<file path="config.mk">
export PLATFORM = sky130hd
export DESIGN_NAME = ballot_request_queue_flat
export DESIGN_NICKNAME = d
export VERILOG_FILES = /design/src/rtl/ballot_pkg.sv /design/src/rtl/ballot_request_queue_if.sv /design/src/rtl/ballot_request_queue_sync_fifo.sv /design/src/rtl/ballot_request_queue.sv /design/src/flat_wrapper.sv
export SDC_FILE = /design/constraint.sdc
export NUM_CORES = 1
export LEC_CHECK = 0
export CELL_PAD_IN_SITES_DETAIL_PLACEMENT = 1
export CELL_PAD_IN_SITES_GLOBAL_PLACEMENT = 2
export CORE_UTILIZATION = 44
export CTS_BUF_LIST = sky130_fd_sc_hd__clkbuf_4
export DETAILED_ROUTE_END_ITERATION = 7
export HOLD_SLACK_MARGIN = 0.15
export PLACE_DENSITY_LB_ADDON = 0.25
export SLEW_MARGIN = 15
export SYNTH_ARGS = -nofsm -noshare
export SYNTH_HDL_FRONTEND = slang
export SYNTH_SLANG_ARGS = --single-unit
</file>
<file path="constraint.sdc">
create_clock -name CLK -period 3.2 [get_ports CLK]
set_input_delay 0.64 -clock CLK [delete_from_list [all_inputs] [get_ports CLK]]
set_output_delay 0.64 -clock CLK [all_outputs]
set_load 0.01 [all_outputs]
</file>
<file path="src/rtl/ballot_pkg.sv">
`default_nettype none
// ============================================================================
// Module      : ballot_pkg
// Description : Shared encodings for the ballot request queue: election
//               phase codes, request mode codes, candidate codes and the
//               packed request record.
// Revision    : 1.0 - initial release
// ============================================================================
package ballot_pkg;

  // Election phase as presented on the queue's phase output
  typedef enum logic [1:0] {
    PH_REG    = 2'd0,
    PH_VOTE   = 2'd1,
    PH_CLOSED = 2'd2
  } phase_e;

  // Request modes; codes 2 and 3 are illegal and never reach the core
  localparam logic [1:0] MODE_REG  = 2'd0;
  localparam logic [1:0] MODE_VOTE = 2'd1;

  // Candidate codes
  localparam logic [1:0] CAND_AIR   = 2'b00;
  localparam logic [1:0] CAND_FIRE  = 2'b01;
  localparam logic [1:0] CAND_EARTH = 2'b10;
  localparam logic [1:0] CAND_WATER = 2'b11;

  // Default voter ID width of the election core
  localparam int REQ_ID_W = 6;

  // One kiosk request at the core's default ID width
  typedef struct packed {
    logic [1:0]          mode;
    logic [REQ_ID_W-1:0] user_id;
    logic [1:0]          candidate;
  } req_t;

endpackage
`default_nettype wire

</file>
<file path="src/rtl/ballot_request_queue_if.sv">
`default_nettype none
// ============================================================================
// Module      : ballot_request_queue_if
// Description : Kiosk-side and core-side valid/ready handshakes of the
//               ballot request queue.
//               master : kiosk request source and core consumer (bench/env)
//               slave  : the queue itself
//               in_*   : kiosk request (valid/ready, mode, user id, candidate)
//               out_*  : head entry toward the core (valid/ready, fields)
// Revision    : 1.0 - initial release
// ============================================================================
interface ballot_request_queue_if #(
  parameter int ID_W = 6
);
  logic            in_valid;
  logic            in_ready;
  logic [1:0]      in_mode;
  logic [ID_W-1:0] in_user_id;
  logic [1:0]      in_candidate;

  logic            out_valid;
  logic            out_ready;
  logic [1:0]      out_mode;
  logic [ID_W-1:0] out_user_id;
  logic [1:0]      out_candidate;

  modport master (
    output in_valid, in_mode, in_user_id, in_candidate, out_ready,
    input  in_ready, out_valid, out_mode, out_user_id, out_candidate
  );

  modport slave (
    input  in_valid, in_mode, in_user_id, in_candidate, out_ready,
    output in_ready, out_valid, out_mode, out_user_id, out_candidate
  );
endinterface
`default_nettype wire

</file>
<file path="src/rtl/ballot_request_queue_sync_fifo.sv">
`default_nettype none
// ============================================================================
// Module      : sync_fifo
// Description : Single-clock FIFO storage with read/write pointers, an
//               occupancy counter and a synchronous flush.
//   CLK     in   clock, rising edge
//   RST_N   in   synchronous active-low reset
//   flush   in   clear pointers and count (stored data becomes unreachable)
//   wr_en   in   write wr_data at the tail (caller guarantees not full)
//   wr_data in   WIDTH-bit entry
//   rd_en   in   advance the head (caller guarantees not empty)
//   rd_data out  current head entry, read combinationally from storage
//   count   out  occupancy, 0..DEPTH
// Revision    : 1.0 - initial release
// ============================================================================
module sync_fifo #(
  parameter int WIDTH = 10,
  parameter int DEPTH = 8
) (
  input  wire logic                     CLK,
  input  wire logic                     RST_N,
  input  wire logic                     flush,
  input  wire logic                     wr_en,
  input  wire logic [WIDTH-1:0]         wr_data,
  input  wire logic                     rd_en,
  output logic      [WIDTH-1:0]         rd_data,
  output logic      [$clog2(DEPTH):0]   count
);

  localparam int c_ptr_w = $clog2(DEPTH);

  logic [WIDTH-1:0]   r_mem [DEPTH];
  logic [c_ptr_w-1:0] r_wr_ptr;
  logic [c_ptr_w-1:0] r_rd_ptr;
  logic [c_ptr_w:0]   r_count;

  // Pointers wrap modulo DEPTH naturally because DEPTH is a power of two
  always_ff @(posedge CLK) begin
    if (!RST_N || flush) begin
      r_wr_ptr <= '0;
      r_rd_ptr <= '0;
      r_count  <= '0;
    end else begin
      if (wr_en) r_wr_ptr <= r_wr_ptr + 1'b1;
      if (rd_en) r_rd_ptr <= r_rd_ptr + 1'b1;
      case ({wr_en, rd_en})
        2'b10:   r_count <= r_count + 1'b1;
        2'b01:   r_count <= r_count - 1'b1;
        default: r_count <= r_count;
      endcase
    end
  end

  // Storage carries no reset; the consumer gates the head while empty
  always_ff @(posedge CLK) begin
    if (wr_en && RST_N && !flush) r_mem[r_wr_ptr] <= wr_data;
  end

  assign rd_data = r_mem[r_rd_ptr];
  assign count   = r_count;

endmodule
`default_nettype wire

</file>
<file path="src/rtl/ballot_request_queue.sv">
`default_nettype none
// ============================================================================
// Module      : ballot_request_queue
// Description : Buffers kiosk register/vote requests and presents them one
//               at a time to the election core. Runs its own phase timer
//               (REG for PHASE_LEN cycles, then VOTE, then CLOSED) and
//               flushes/closes the queue once the election ends.
//   CLK        in   clock, rising edge
//   RST_N      in   synchronous active-low reset
//   bus        --   slave modport: in_* kiosk handshake, out_* core handshake
//   phase      out  0 = REG, 1 = VOTE, 2 = CLOSED
//   count      out  queue occupancy
//   drop_pulse out  one-cycle pulse per accepted-but-discarded request
// Optional build macro:
//   PHASE_FILTER_EN - discard requests whose mode does not match the
//                     current phase (vote during REG, register during VOTE)
// Revision    : 1.0 - initial release
// ============================================================================
module ballot_request_queue
  import ballot_pkg::*;
#(
  parameter int DEPTH     = 8,
  parameter int PHASE_LEN = 100,
  parameter int ID_W      = 6
) (
  input  wire logic                   CLK,
  input  wire logic                   RST_N,
  ballot_request_queue_if.slave       bus,
  output logic [1:0]                  phase,
  output logic [$clog2(DEPTH):0]      count,
  output logic                        drop_pulse
);

  localparam int c_cnt_w = $clog2(DEPTH) + 1;
  localparam int c_end   = 2 * PHASE_LEN;
  localparam int c_tmr_w = $clog2(c_end + 1);
  localparam int c_req_w = ID_W + 4;

  localparam logic [c_tmr_w-1:0] c_tmr_vote = c_tmr_w'(PHASE_LEN);
  localparam logic [c_tmr_w-1:0] c_tmr_end  = c_tmr_w'(c_end);
  localparam logic [c_tmr_w-1:0] c_tmr_last = c_tmr_w'(c_end - 1);
  localparam logic [c_cnt_w-1:0] c_cnt_full = c_cnt_w'(DEPTH);

  logic [c_tmr_w-1:0] r_timer;
  logic               r_drop;
  phase_e             w_phase;
  logic               w_in_ready;
  logic               w_out_valid;
  logic               w_push;
  logic               w_pop;
  logic               w_mode_legal;
  logic               w_phase_ok;
  logic               w_store;
  logic               w_flush;
  logic [c_req_w-1:0] w_wr_data;
  logic [c_req_w-1:0] w_head;

  // Phase timer: counts from reset and parks at the end of voting
  always_ff @(posedge CLK) begin
    if (!RST_N) begin
      r_timer <= '0;
    end else if (r_timer != c_tmr_end) begin
      r_timer <= r_timer + 1'b1;
    end
  end

  always_comb begin
    w_phase = PH_CLOSED;
    if (r_timer < c_tmr_vote) begin
      w_phase = PH_REG;
    end else if (r_timer < c_tmr_end) begin
      w_phase = PH_VOTE;
    end
  end

  assign phase = w_phase;

  // Flush on the edge where the timer lands on the end value, so the queue
  // is already empty in the first CLOSED cycle
  assign w_flush = (r_timer == c_tmr_last);

  // No pass-through when full: readiness depends only on registered state
  assign w_in_ready  = (count != c_cnt_full) && (w_phase != PH_CLOSED);
  assign w_out_valid = (count != '0);
  assign w_push      = bus.in_valid && w_in_ready;
  assign w_pop       = w_out_valid && bus.out_ready;

  assign w_mode_legal = (bus.in_mode == MODE_REG) || (bus.in_mode == MODE_VOTE);

`ifdef PHASE_FILTER_EN
  assign w_phase_ok = !(((bus.in_mode == MODE_VOTE) && (w_phase == PH_REG)) ||
                        ((bus.in_mode == MODE_REG)  && (w_phase == PH_VOTE)));
`else
  assign w_phase_ok = 1'b1;
`endif

  assign w_store   = w_push && w_mode_legal && w_phase_ok;
  assign w_wr_data = {bus.in_mode, bus.in_user_id, bus.in_candidate};

  // Accepted but not stored requests raise drop_pulse on the next cycle
  always_ff @(posedge CLK) begin
    if (!RST_N) begin
      r_drop <= 1'b0;
    end else begin
      r_drop <= w_push && !(w_mode_legal && w_phase_ok);
    end
  end

  assign drop_pulse = r_drop;

  sync_fifo #(
    .WIDTH (c_req_w),
    .DEPTH (DEPTH)
  ) u_fifo (
    .CLK     (CLK),
    .RST_N   (RST_N),
    .flush   (w_flush),
    .wr_en   (w_store),
    .wr_data (w_wr_data),
    .rd_en   (w_pop),
    .rd_data (w_head),
    .count   (count)
  );

  assign bus.in_ready      = w_in_ready;
  assign bus.out_valid     = w_out_valid;
  assign bus.out_mode      = w_out_valid ? w_head[c_req_w-1 -: 2] : 2'b00;
  assign bus.out_user_id   = w_out_valid ? w_head[ID_W+1:2]       : '0;
  assign bus.out_candidate = w_out_valid ? w_head[1:0]            : 2'b00;

endmodule
`default_nettype wire

</file>
<file path="src/flat_wrapper.sv">
// flat-port wrapper written by rule: the top's interface ports become plain ports
module ballot_request_queue_flat import ballot_pkg::*;
#(
  parameter int DEPTH     = 8,
  parameter int PHASE_LEN = 100,
  parameter int ID_W      = 6
)
  (CLK, RST_N, phase, count, drop_pulse, bus_in_valid, bus_in_mode, bus_in_user_id, bus_in_candidate, bus_out_ready, bus_in_ready, bus_out_valid, bus_out_mode, bus_out_user_id, bus_out_candidate);
  ballot_request_queue_if #(.ID_W(ID_W)) bus_i ();
  input  wire logic CLK;
  input  wire logic RST_N;
  output logic [1:0] phase;
  output logic [$clog2(DEPTH):0] count;
  output logic drop_pulse;
  input wire logic [$bits(bus_i.in_valid)-1:0] bus_in_valid;
  input wire logic [$bits(bus_i.in_mode)-1:0] bus_in_mode;
  input wire logic [$bits(bus_i.in_user_id)-1:0] bus_in_user_id;
  input wire logic [$bits(bus_i.in_candidate)-1:0] bus_in_candidate;
  input wire logic [$bits(bus_i.out_ready)-1:0] bus_out_ready;
  output wire logic [$bits(bus_i.in_ready)-1:0] bus_in_ready;
  output wire logic [$bits(bus_i.out_valid)-1:0] bus_out_valid;
  output wire logic [$bits(bus_i.out_mode)-1:0] bus_out_mode;
  output wire logic [$bits(bus_i.out_user_id)-1:0] bus_out_user_id;
  output wire logic [$bits(bus_i.out_candidate)-1:0] bus_out_candidate;
  assign bus_i.in_valid = bus_in_valid;
  assign bus_i.in_mode = bus_in_mode;
  assign bus_i.in_user_id = bus_in_user_id;
  assign bus_i.in_candidate = bus_in_candidate;
  assign bus_i.out_ready = bus_out_ready;
  assign bus_in_ready = bus_i.in_ready;
  assign bus_out_valid = bus_i.out_valid;
  assign bus_out_mode = bus_i.out_mode;
  assign bus_out_user_id = bus_i.out_user_id;
  assign bus_out_candidate = bus_i.out_candidate;
  ballot_request_queue #(.DEPTH(DEPTH), .PHASE_LEN(PHASE_LEN), .ID_W(ID_W)) u_core (.CLK(CLK), .RST_N(RST_N), .bus(bus_i), .phase(phase), .count(count), .drop_pulse(drop_pulse));
endmodule
</file>
==> results.sh, run 1 <==
export IMPL_rows=35
export IMPL_cp_max_fo=20
export IMPL_drive_gt1_share_pct=18.8
export IMPL_die_height_um=99.4
export IMPL_p_seq_share_pct=47.8
export IMPL_total_power_mw=3.19
export IMPL_insertedDiodeCount=0
export IMPL_cap_violations=0
export IMPL_place_hpwl_um=4930
export IMPL_via_count=2211
export IMPL_tightest_slew_ns=0.965
export IMPL_globalRoute_totalOverflow=0
export IMPL_post_drt_wl_per_cell_um=18.1
export IMPL_slew_viol_final=0
export IMPL_vias_per_cell=5.28
export IMPL_yosysTopAreaCell="edfxtp_1"
export IMPL_worstSetupPathType="register to output pin"
export IMPL_p_int_mw=2.32
export IMPL_start_kind="register"
export IMPL_root_buffer="clkbuf_4"
export IMPL_ctsResizeCount=0
export IMPL_numCtsBuffers=9
export IMPL_clkTransAtPathRegs_ns=0.14
export IMPL_die_area_mm2=0.00987
export IMPL_layout_min_cycle_time_ns=2.89
export IMPL_drc=0
export IMPL_grt_pass1_vias=2341
export IMPL_cts_sinks=102
export IMPL_cp_cell_sequence="buf_12, mux4_2, mux2i_1, nor2_1, clkdlybuf4s50_1"
export IMPL_drt_iter0_markers=58
export IMPL_crit_path_end_kind="output pin"
export IMPL_p_leak_nw=1.58
export IMPL_comb_power_share_pct=26.5
export IMPL_synth_top_cell_area_share_pct=57.6
export IMPL_postSynthAreaPerCell_um2=16.4
export IMPL_ys_types=39
export IMPL_cts_hold_buf=0
export IMPL_wirelength_um=7600
export IMPL_post_route_period_util_pct=90.3
export IMPL_start_util_pct=45.4
export IMPL_final_nets=325
export IMPL_ir_drop_mv=0.335
export IMPL_max_freq_ghz=0.346
export IMPL_seq_area_frac_synth_pct=68.1
export IMPL_cts_htree_levels=3
export IMPL_firstDrtPassIters=4
export IMPL_grt_use_total_pct=17.1
export IMPL_antenna_found_initial=0
export IMPL_cpPeakStageDelay_ns=0.51
export IMPL_numPortBuffers=32
export IMPL_synth_cells=255
export IMPL_power_switching_share_pct=27.1
export IMPL_cts_setup_buffers=0
export IMPL_coreArea_mm2=0.00920
export IMPL_antenna_left=0
export IMPL_cts_buffer_depth=2
export IMPL_ys_seq_elements=102
export IMPL_netlist_area_mm2=0.00417
export IMPL_yosys_warnings=0
export IMPL_power_switching_mw=0.865
export IMPL_tritoncts="built"
export IMPL_outcome="complete, no violations"
export IMPL_cp_required_ns=2.56
export IMPL_fin_ws_ns=0.310
export IMPL_fp_dieW_um=99.4
export IMPL_postPlaceCellArea_mm2=0.00471
export IMPL_num_io_pins=33
export IMPL_hold_viol_final=0
export IMPL_skew_ns=0.0197
export IMPL_synth_area_leaders="edfxtp_1 (58%), mux4_2 (11%), dfxtp_1 (11%)"
export IMPL_grt_max_degree=21
export IMPL_slowest_stage="mux4_2"
export IMPL_pre_cts_slack_ns=0.259
export IMPL_cp_top_family="multiplexers"
export IMPL_insertion_delay_ns=0.44
export IMPL_power_density_mw_per_mm2=650
export IMPL_cp_arrival_ns=2.25
export IMPL_fin_area_mm2=0.00490
export IMPL_rsz0062_at_grt="no"
export IMPL_layout_common_cells="edfxtp_1 (80), nor2_1 (33), clkdlybuf4s50_1 (32)"
export IMPL_slew_headroom_pct=35.1
export IMPL_pwr_share_clk_pct=25.7
export IMPL_syn_num_nets=277
export IMPL_grt_pass1_wl_um=12300
export IMPL_syn2layout_area_growth_pct=17.5
export IMPL_cp_num_buf_inv=2
export IMPL_hp_class="register to register"
export IMPL_final_common_cell="edfxtp_1"
export IMPL_finalWeightedCongestion=0.707
export IMPL_setup_viol=0
export IMPL_fin_tns_setup_ns=0
power by group through the flow:
stage / registers [mW] / logic [mW] / clock network (mW)
2_1_floorplan: 1.55 / 0.466 / 0
3_3_place_gp: 1.55 / 0.845 / 0
3_5_place_dp: 1.55 / 0.859 / 0
4_1_cts: 1.52 / 0.863 / 0.846
5_1_grt: 1.53 / 0.935 / 0.893
6_report: 1.52 / 0.843 / 0.819
kinds of logic (layout without fill, tap and decap cells):
group,count (synthesis),after routing,share of synthesized area (%)
mux,32,32,13.7
simple gates,71,71,9.09
xor+xnor,12,12,2.52
fa+ha+maj,8,8,2.58
compound gates,12,12,2.13
flops,102,102,68.1
buf+inv,18,71,1.86
final timing paths:
path                                  startpoint                             endpoint  slack, ns  cells past startpoint
max                                     register                      bus_out_mode[1]       0.31                      5
min          u_core.u_fifo.count[3]$_SDFFE_PP0P_  u_core.u_fifo.count[3]$_SDFFE_PP0P_       0.53                      2
max reg2reg       u_core.r_timer[3]$_SDFFE_PN0N_  u_core.u_fifo.count[3]$_SDFFE_PP0P_       0.55                      9
min reg2reg  u_core.u_fifo.count[3]$_SDFFE_PP0P_  u_core.u_fifo.count[3]$_SDFFE_PP0P_       0.53                      2
stage by stage:
stage	utilization (%)	std cells	hold slack [ns]
finish	53.3	419	0.528
global route	53.3	419	0.569
CTS	53.3	419	0.538
detailed placement	51.3	403	0.519
global placement	51.3	403	0.514
floorplan	-	255	0.485
registers in the layout, summed over array words and instances, names as in the netlist, named ones only:
register                count
u_core.drop_pulse           1
u_core.u_fifo.r_mem        80
u_core.u_fifo.count         4
u_core.u_fifo.r_rd_ptr      3
u_core.r_timer              8
u_core.u_fifo.r_wr_ptr      3
layer usage:
layer | track usage, % | vias to the layer above | part of all wire (%)
met4 | 5.09 | 0 | 1.1
met1 | 21.2 | 1114 | 45
li1 | - | 1058 | -
met3 | 4.64 | 6 | 2.4
met2 | 29.4 | 33 | 51
met5 | 0 | - | 0
final cells by class:
| class | count | area [um^2] |
|---|---|---|
| Fill cell | 893 | 4290 |
| Sequential cell | 102 | 2840 |
| Multi-Input combinational cell | 135 | 1260 |
| Timing Repair Buffer | 47 | 445 |
| Tap cell | 111 | 139 |
| Clock inverter | 7 | 121 |
| Clock buffer | 9 | 67.6 |
| Inverter | 8 | 30.0 |
tightest hold or removal path, delay by kind of cell (launching register included):
| family | cells | cell delay [ns] |
|---|---|---|
| AO/OA/AOI/OAI | 1 | 0.05 |
| AND/OR/NAND/NOR | 1 | 0.08 |
| flip-flops | 1 | 0.37 |
cells in the mapped netlist:
master and number:
a31oi_1 1, and2_1 4, nor2_1 33, o21ai_0 1, nor2b_1 1, nand4b_1 1, inv_2 1, nor4_1 1
nand4bb_1 1, clkbuf_1 6, buf_6 1, ha_1 7, o311a_4 1, a21boi_0 1, nor3_2 2, nand2b_1 3
nor3_1 3, a21oi_1 5, and4_1 1, mux4_2 20, or3_1 2, or3_4 2, buf_2 2, edfxtp_1 80
fa_1 1, mux2i_1 12, inv_1 7, nor4b_4 1, xnor2_1 7, o31ai_1 1, nand3b_1 1, nor4b_1 1
a21o_1 1, a211o_1 1, xor2_1 5, nand3_1 6, nand2_1 8, dfxtp_1 22, buf_1 1
Power figures use the tool's default switching activity.
==> run 2: changes to the inputs <==
--- a/config.mk
+++ b/config.mk
@@ -7,7 +7,7 @@
 export LEC_CHECK = 0
 export CELL_PAD_IN_SITES_DETAIL_PLACEMENT = 1
 export CELL_PAD_IN_SITES_GLOBAL_PLACEMENT = 2
-export CORE_UTILIZATION = 44
+export CORE_UTILIZATION = 48
 export CTS_BUF_LIST = sky130_fd_sc_hd__clkbuf_4
 export DETAILED_ROUTE_END_ITERATION = 7
 export HOLD_SLACK_MARGIN = 0.15
==> constraint.sdc (replaced) <==
create_clock -name CLK -period 3.4 [get_ports CLK]
set_input_delay 0.68 -clock CLK [delete_from_list [all_inputs] [get_ports CLK]]
set_output_delay 0.68 -clock CLK [all_outputs]
set_load 0.01 [all_outputs]
==> run 2 against run 1 <==
Against the previous run:
- sequential cell count unchanged
- design area shrank 1.2%
- utilization increased by 5.1 points
- combinational power shrank 6.0%
- highest routed layer unchanged
==> results.sh, run 2 (synthesized netlist as in run 1, its figures left out) <==
export IMPL_skew_ns=0.0152
export IMPL_rsz0062_at_grt="no"
export IMPL_cts_htree_levels=3
export IMPL_cts_buffer_depth=2
export IMPL_pre_cts_slack_ns=0.317
export IMPL_rr_startpoint="u_core.u_fifo.count[0]$_SDFFE_PP0P_"
export IMPL_slowest_stage="mux4_2"
export IMPL_vias_per_cell=5.51
export IMPL_slew_headroom_pct=40.7
export IMPL_antenna_left=0
export IMPL_use_met2_pct=35.1
export IMPL_cp_max_fo=20
export IMPL_worstRegToRegCells=10
export IMPL_max_freq_ghz=0.324
export IMPL_firstDrtPassIters=4
export IMPL_postPlaceCellArea_mm2=0.00469
export IMPL_grt_use_met1_pct=24.5
export IMPL_min_path_cells=2
export IMPL_grt_pass1_vias=2399
export IMPL_die_height_um=95.2
export IMPL_comb_power_share_pct=27.4
export IMPL_fin_tns_setup_ns=0
export IMPL_root_buffer="clkbuf_4"
export IMPL_cts_sinks=102
export IMPL_post_drt_wl_per_cell_um=20.0
export IMPL_final_nets=324
export IMPL_start_util_pct=50.3
export IMPL_reg2reg_to="u_core.u_fifo.count[3]$_SDFFE_PP0P_"
export IMPL_top_register="u_core.u_fifo.r_mem"
export IMPL_final_common_cell="edfxtp_1"
export IMPL_placed_cells=396
export IMPL_slew_viol_final=0
export IMPL_power_switching_mw=0.847
export IMPL_fin_area_mm2=0.00485
export IMPL_power_density_mw_per_mm2=596
export IMPL_fin_ws_ns=0.315
export IMPL_via_count=2270
export IMPL_setup_viol=0
export IMPL_fp_dieW_um=95.2
export IMPL_r2r_slack_ns=0.69
export IMPL_final_cells=412
export IMPL_power_switching_share_pct=29.3
export IMPL_grt_pass1_wl_um=12600
export IMPL_p_seq_share_pct=49.7
export IMPL_cp_arrival_ns=2.41
export IMPL_ir_drop_mv=0.317
export IMPL_rows=33
export IMPL_globalRoute_totalOverflow=0
export IMPL_p_int_mw=2.04
export IMPL_pwr_share_clk_pct=22.9
export IMPL_outcome="complete, no violations"
export IMPL_drt_iter0_markers=103
export IMPL_cp_required_ns=2.72
export IMPL_grt_busiest_layer="met2"
export IMPL_crit_path_end_kind="output pin"
export IMPL_cpPeakStageDelay_ns=0.56
export IMPL_numPortBuffers=32
export IMPL_worstSetupPathType="register to output pin"
export IMPL_hp_class="register to register"
export IMPL_place_hpwl_um=5510
export IMPL_largest_reg_flops=80
export IMPL_wirelength_um=8260
export IMPL_tritoncts="built"
export IMPL_coreArea_mm2=0.00830
export IMPL_num_io_pins=33
export IMPL_cts_hold_buf=0
export IMPL_hold_path_startpoint="u_core.u_fifo.r_rd_ptr[1]$_SDFFE_PP0P_"
export IMPL_insertedDiodeCount=0
export IMPL_grt_max_degree=21
export IMPL_insertion_delay_ns=0.43
export IMPL_hold_viol_final=0
export IMPL_layout_common_cells="edfxtp_1 (80), nor2_1 (33), clkdlybuf4s50_1 (32)"
export IMPL_antenna_found_initial=0
export IMPL_drive_gt1_share_pct=18.9
export IMPL_p_leak_nw=1.56
export IMPL_finalWeightedCongestion=0.746
export IMPL_cp_cell_sequence="buf_4, mux4_2, mux2i_1, nor2_1, clkdlybuf4s50_1"
export IMPL_cap_violations=0
export IMPL_post_route_period_util_pct=90.7
export IMPL_layout_min_cycle_time_ns=3.09
export IMPL_use_met3_pct=3.59
export IMPL_drc=0
export IMPL_grt_use_total_pct=20.0
export IMPL_numCtsBuffers=9
export IMPL_die_area_mm2=0.00907
export IMPL_ctsResizeCount=0
export IMPL_start_kind="register"
export IMPL_syn2layout_area_growth_pct=16.2
export IMPL_clkTransAtPathRegs_ns=0.16
export IMPL_cts_setup_buffers=0
export IMPL_tightest_slew_ns=0.882
-- run 2: changes by cell type in the layout (fill, tap and decap cells not counted) --
cell,previous run,this run
buf_12,1,0
bufinv_16,3,1
clkinv_1,1,0
clkinv_8,0,1
inv_6,0,2
-- run 2: how the worst max path moves through the flow --
| stage | cells after the start | slack [ns] | endpoint |
|---|---|---|---|
| floorplan | 10 | 0.89 | u_core.u_fifo.count[3]$_SDFFE_PP0P_ |
| detailed placement | 9 | 0.32 | u_core.u_fifo.count[3]$_SDFFE_PP0P_ |
| global placement | 9 | 0.46 | u_core.u_fifo.count[3]$_SDFFE_PP0P_ |
| global route | 5 | 0.12 | bus_out_user_id[1] |
| CTS | 5 | 0.25 | bus_out_user_id[1] |
| finish | 5 | 0.31 | bus_out_user_id[1] |
-- run 2: cell type report --
| class | count | area [um^2] |
|---|---|---|
| sequential | 102 | 2840 |
| clock buffer | 9 | 67.6 |
| fill | 790 | 3450 |
| tap | 105 | 131 |
| inverter | 8 | 30.0 |
| multi-input combinational | 135 | 1260 |
| clock inverter | 7 | 91.3 |
| timing repair buffer | 46 | 425 |
-- run 2: critical path: cells and delay by family (launching register included) --
| kind | cells | cell delay [ns] |
|---|---|---|
| AND/OR/NAND/NOR | 1 | 0.06 |
| multiplexers | 2 | 0.71 |
| flip-flops | 1 | 0.35 |
| buffers and inverters | 2 | 0.85 |
-- run 2: power by group through the flow --
stage | clock, mW | sequential [mW] | combinational [mW]
global placement | 0 | 1.46 | 0.788
finish | 0.662 | 1.43 | 0.792
floorplan | 0 | 1.45 | 0.438
CTS | 0.686 | 1.44 | 0.818
global route | 0.727 | 1.44 | 0.865
detailed placement | 0 | 1.46 | 0.815
-- run 2: stage by stage --
step           power [mW]  utilization, %  hold slack, ns
4_1_cts              2.94            58.4           0.563
6_report             2.89            58.4           0.560
3_3_place_gp         2.25            56.5           0.510
3_5_place_dp         2.28            56.5           0.540
2_1_floorplan        1.89               -           0.485
5_1_grt              3.03            58.4           0.602
-- run 2: layer usage --
| metal | share of wire, % | vias to the layer above |
|---|---|---|
| li1 | - | 1055 |
| met1 | 43 | 1155 |
| met2 | 52 | 48 |
| met3 | 3.6 | 12 |
| met4 | 1.5 | 0 |
| met5 | 0 | - |
==> run 3: changes to the inputs <==
--- a/config.mk
+++ b/config.mk
@@ -7,7 +7,7 @@
 export LEC_CHECK = 0
 export CELL_PAD_IN_SITES_DETAIL_PLACEMENT = 1
 export CELL_PAD_IN_SITES_GLOBAL_PLACEMENT = 2
-export CORE_UTILIZATION = 48
+export CORE_UTILIZATION = 44
 export CTS_BUF_LIST = sky130_fd_sc_hd__clkbuf_4
 export DETAILED_ROUTE_END_ITERATION = 7
 export HOLD_SLACK_MARGIN = 0.15
==> constraint.sdc (replaced) <==
create_clock -name CLK -period 3.5 [get_ports CLK]
set_input_delay 0.7 -clock CLK [delete_from_list [all_inputs] [get_ports CLK]]
set_output_delay 0.7 -clock CLK [all_outputs]
set_load 0.01 [all_outputs]
==> run 3 against run 2 <==
Against the previous run:
- sequential share of layout area is 0.23 points higher
- cell count is 1.9% higher
- clock power is 20% lower
- utilization is 5.9 points lower
- largest power group unchanged
- highest routed layer unchanged
==> results.sh, run 3 (synthesized netlist as in run 1, its figures left out) <==
export IMPL_outcome="complete, no violations"
export IMPL_final_common_cell="edfxtp_1"
export IMPL_p_leak_nw=1.55
export IMPL_cts_htree_levels=3
export IMPL_comb_power_share_pct=28.2
export IMPL_rr_startpoint="u_core.r_timer[3]$_SDFFE_PN0N_"
export IMPL_drc=0
export IMPL_crit_path_end_kind="output pin"
export IMPL_ctsResizeCount=0
export IMPL_syn2layout_area_growth_pct=15.7
export IMPL_rsz0062_at_grt="no"
export IMPL_layout_min_cycle_time_ns=3.07
export IMPL_cts_sinks=102
export IMPL_firstDrtPassIters=4
export IMPL_power_switching_mw=0.767
export IMPL_cts_setup_buffers=0
export IMPL_drive_gt1_share_pct=19.1
export IMPL_post_drt_wl_per_cell_um=17.9
export IMPL_clkTransAtPathRegs_ns=0.15
export IMPL_coreArea_mm2=0.00920
export IMPL_min_path_cells=2
export IMPL_start_kind="register"
export IMPL_cap_violations=0
export IMPL_hold_viol_final=0
export IMPL_layout_common_cells="edfxtp_1 (80), nor2_1 (33), clkdlybuf4s50_1 (32)"
export IMPL_wirelength_um=7520
export IMPL_cp_max_fo=10
export IMPL_cp_required_ns=2.80
export IMPL_largest_reg_flops=80
export IMPL_grt_use_total_pct=16.8
export IMPL_fp_dieW_um=99.4
export IMPL_hold_end="u_core.u_fifo.r_rd_ptr[1]$_SDFFE_PP0P_"
export IMPL_numCtsBuffers=9
export IMPL_hold_path_startpoint="u_core.u_fifo.r_rd_ptr[1]$_SDFFE_PP0P_"
export IMPL_grt_max_degree=21
export IMPL_via_count=2198
export IMPL_cts_buffer_depth=2
export IMPL_skew_ns=0.0181
export IMPL_cp_arrival_ns=2.37
export IMPL_max_freq_ghz=0.325
export IMPL_slew_viol_final=0
export IMPL_fin_hold_ws_ns=0.545
export IMPL_top_register="u_core.u_fifo.r_mem"
export IMPL_reg2reg_to="u_core.u_fifo.count[3]$_SDFFE_PP0P_"
export IMPL_power_density_mw_per_mm2=555
export IMPL_final_nets=326
export IMPL_final_cells=420
export IMPL_fin_tns_setup_ns=0
export IMPL_finalWeightedCongestion=0.708
export IMPL_hp_class="register to register"
export IMPL_vias_per_cell=5.23
export IMPL_tightest_slew_ns=0.983
export IMPL_fin_util_pct=52.5
export IMPL_p_int_mw=1.91
export IMPL_placed_cells=404
export IMPL_ir_drop_mv=0.257
export IMPL_insertion_delay_ns=0.44
export IMPL_die_height_um=99.4
export IMPL_nFillCells=912
export IMPL_grt_pass1_wl_um=12000
export IMPL_pwr_share_clk_pct=19.8
export IMPL_globalRoute_totalOverflow=0
export IMPL_cts_hold_buf=0
export IMPL_antenna_found_initial=0
export IMPL_die_area_mm2=0.00987
export IMPL_post_route_period_util_pct=87.8
export IMPL_insertedDiodeCount=0
export IMPL_worstRegToRegCells=9
export IMPL_worstSetupPathType="register to output pin"
export IMPL_numPortBuffers=32
export IMPL_root_buffer="clkbuf_4"
export IMPL_num_io_pins=33
export IMPL_antenna_left=0
export IMPL_drt_iter0_markers=47
export IMPL_tritoncts="built"
export IMPL_setup_viol=0
export IMPL_start_util_pct=45.4
export IMPL_grt_pass1_vias=2307
export IMPL_place_hpwl_um=4920
export IMPL_slew_headroom_pct=33.9
export IMPL_p_seq_share_pct=52.0
export IMPL_r2r_slack_ns=0.78
export IMPL_rows=35
export IMPL_power_switching_share_pct=28.6
[run 3: per-layer routing]
metal  vias up  track usage, %  routed length, um
met4         0            7.01                102
li1       1062               -                  -
met1      1093            21.1               3330
met3         7            3.51                230
met2        36            28.6               3860
met5         -               0                  0
[run 3: per-stage QoR]
stage,worst slack (ns),area [um^2],total power [mW]
floorplan,0.994,4170,1.84
finish,0.427,4830,2.68
global route,0.203,4830,2.83
CTS,0.334,4830,2.72
global placement,0.542,4710,2.19
detailed placement,0.440,4710,2.20
[run 3: power by group through the flow]
stage / sequential [mW] / combinational (mW) / clock, mW
2_1_floorplan: 1.41 / 0.426 / 0
3_3_place_gp: 1.42 / 0.764 / 0
3_5_place_dp: 1.42 / 0.778 / 0
4_1_cts: 1.39 / 0.780 / 0.551
5_1_grt: 1.40 / 0.841 / 0.588
6_report: 1.39 / 0.757 / 0.531
[run 3: worst max path at each step]
| stage | from | end | slack (ns) | depth (start not counted) |
|---|---|---|---|---|
| floorplan | u_core.r_timer[3]$_SDFFE_PN0N_ | u_core.u_fifo.count[3]$_SDFFE_PP0P_ | 0.99 | 10 |
| detailed placement | bus_in_mode[1] | u_core.u_fifo.count[3]$_SDFFE_PP0P_ | 0.44 | 9 |
| global placement | bus_in_mode[1] | u_core.u_fifo.count[3]$_SDFFE_PP0P_ | 0.54 | 9 |
| CTS | register | bus_out_candidate[1] | 0.33 | 5 |
| finish | register | bus_out_user_id[4] | 0.43 | 5 |
| global route | register | bus_out_user_id[5] | 0.20 | 5 |
[run 3: worst max-delay path: stages, from the launching register on]
cell and delay [ns]:
dfxtp_1 0.45, buf_4 0.28, mux4_2 0.54, mux2i_1 0.14, nor2_1 0.05, clkdlybuf4s50_1 0.47
[run 3: area by class of cell]
cell class | instances | area, um^2 | share of cell area, %
timing repair buffer | 48 | 440 | 9.12
tap | 111 | 139 | 2.88
multi-input combinational | 135 | 1260 | 26.0
sequential | 102 | 2840 | 58.9
clock inverter | 5 | 35.0 | 0.726
clock buffer | 11 | 82.6 | 1.71
inverter | 8 | 30.0 | 0.622
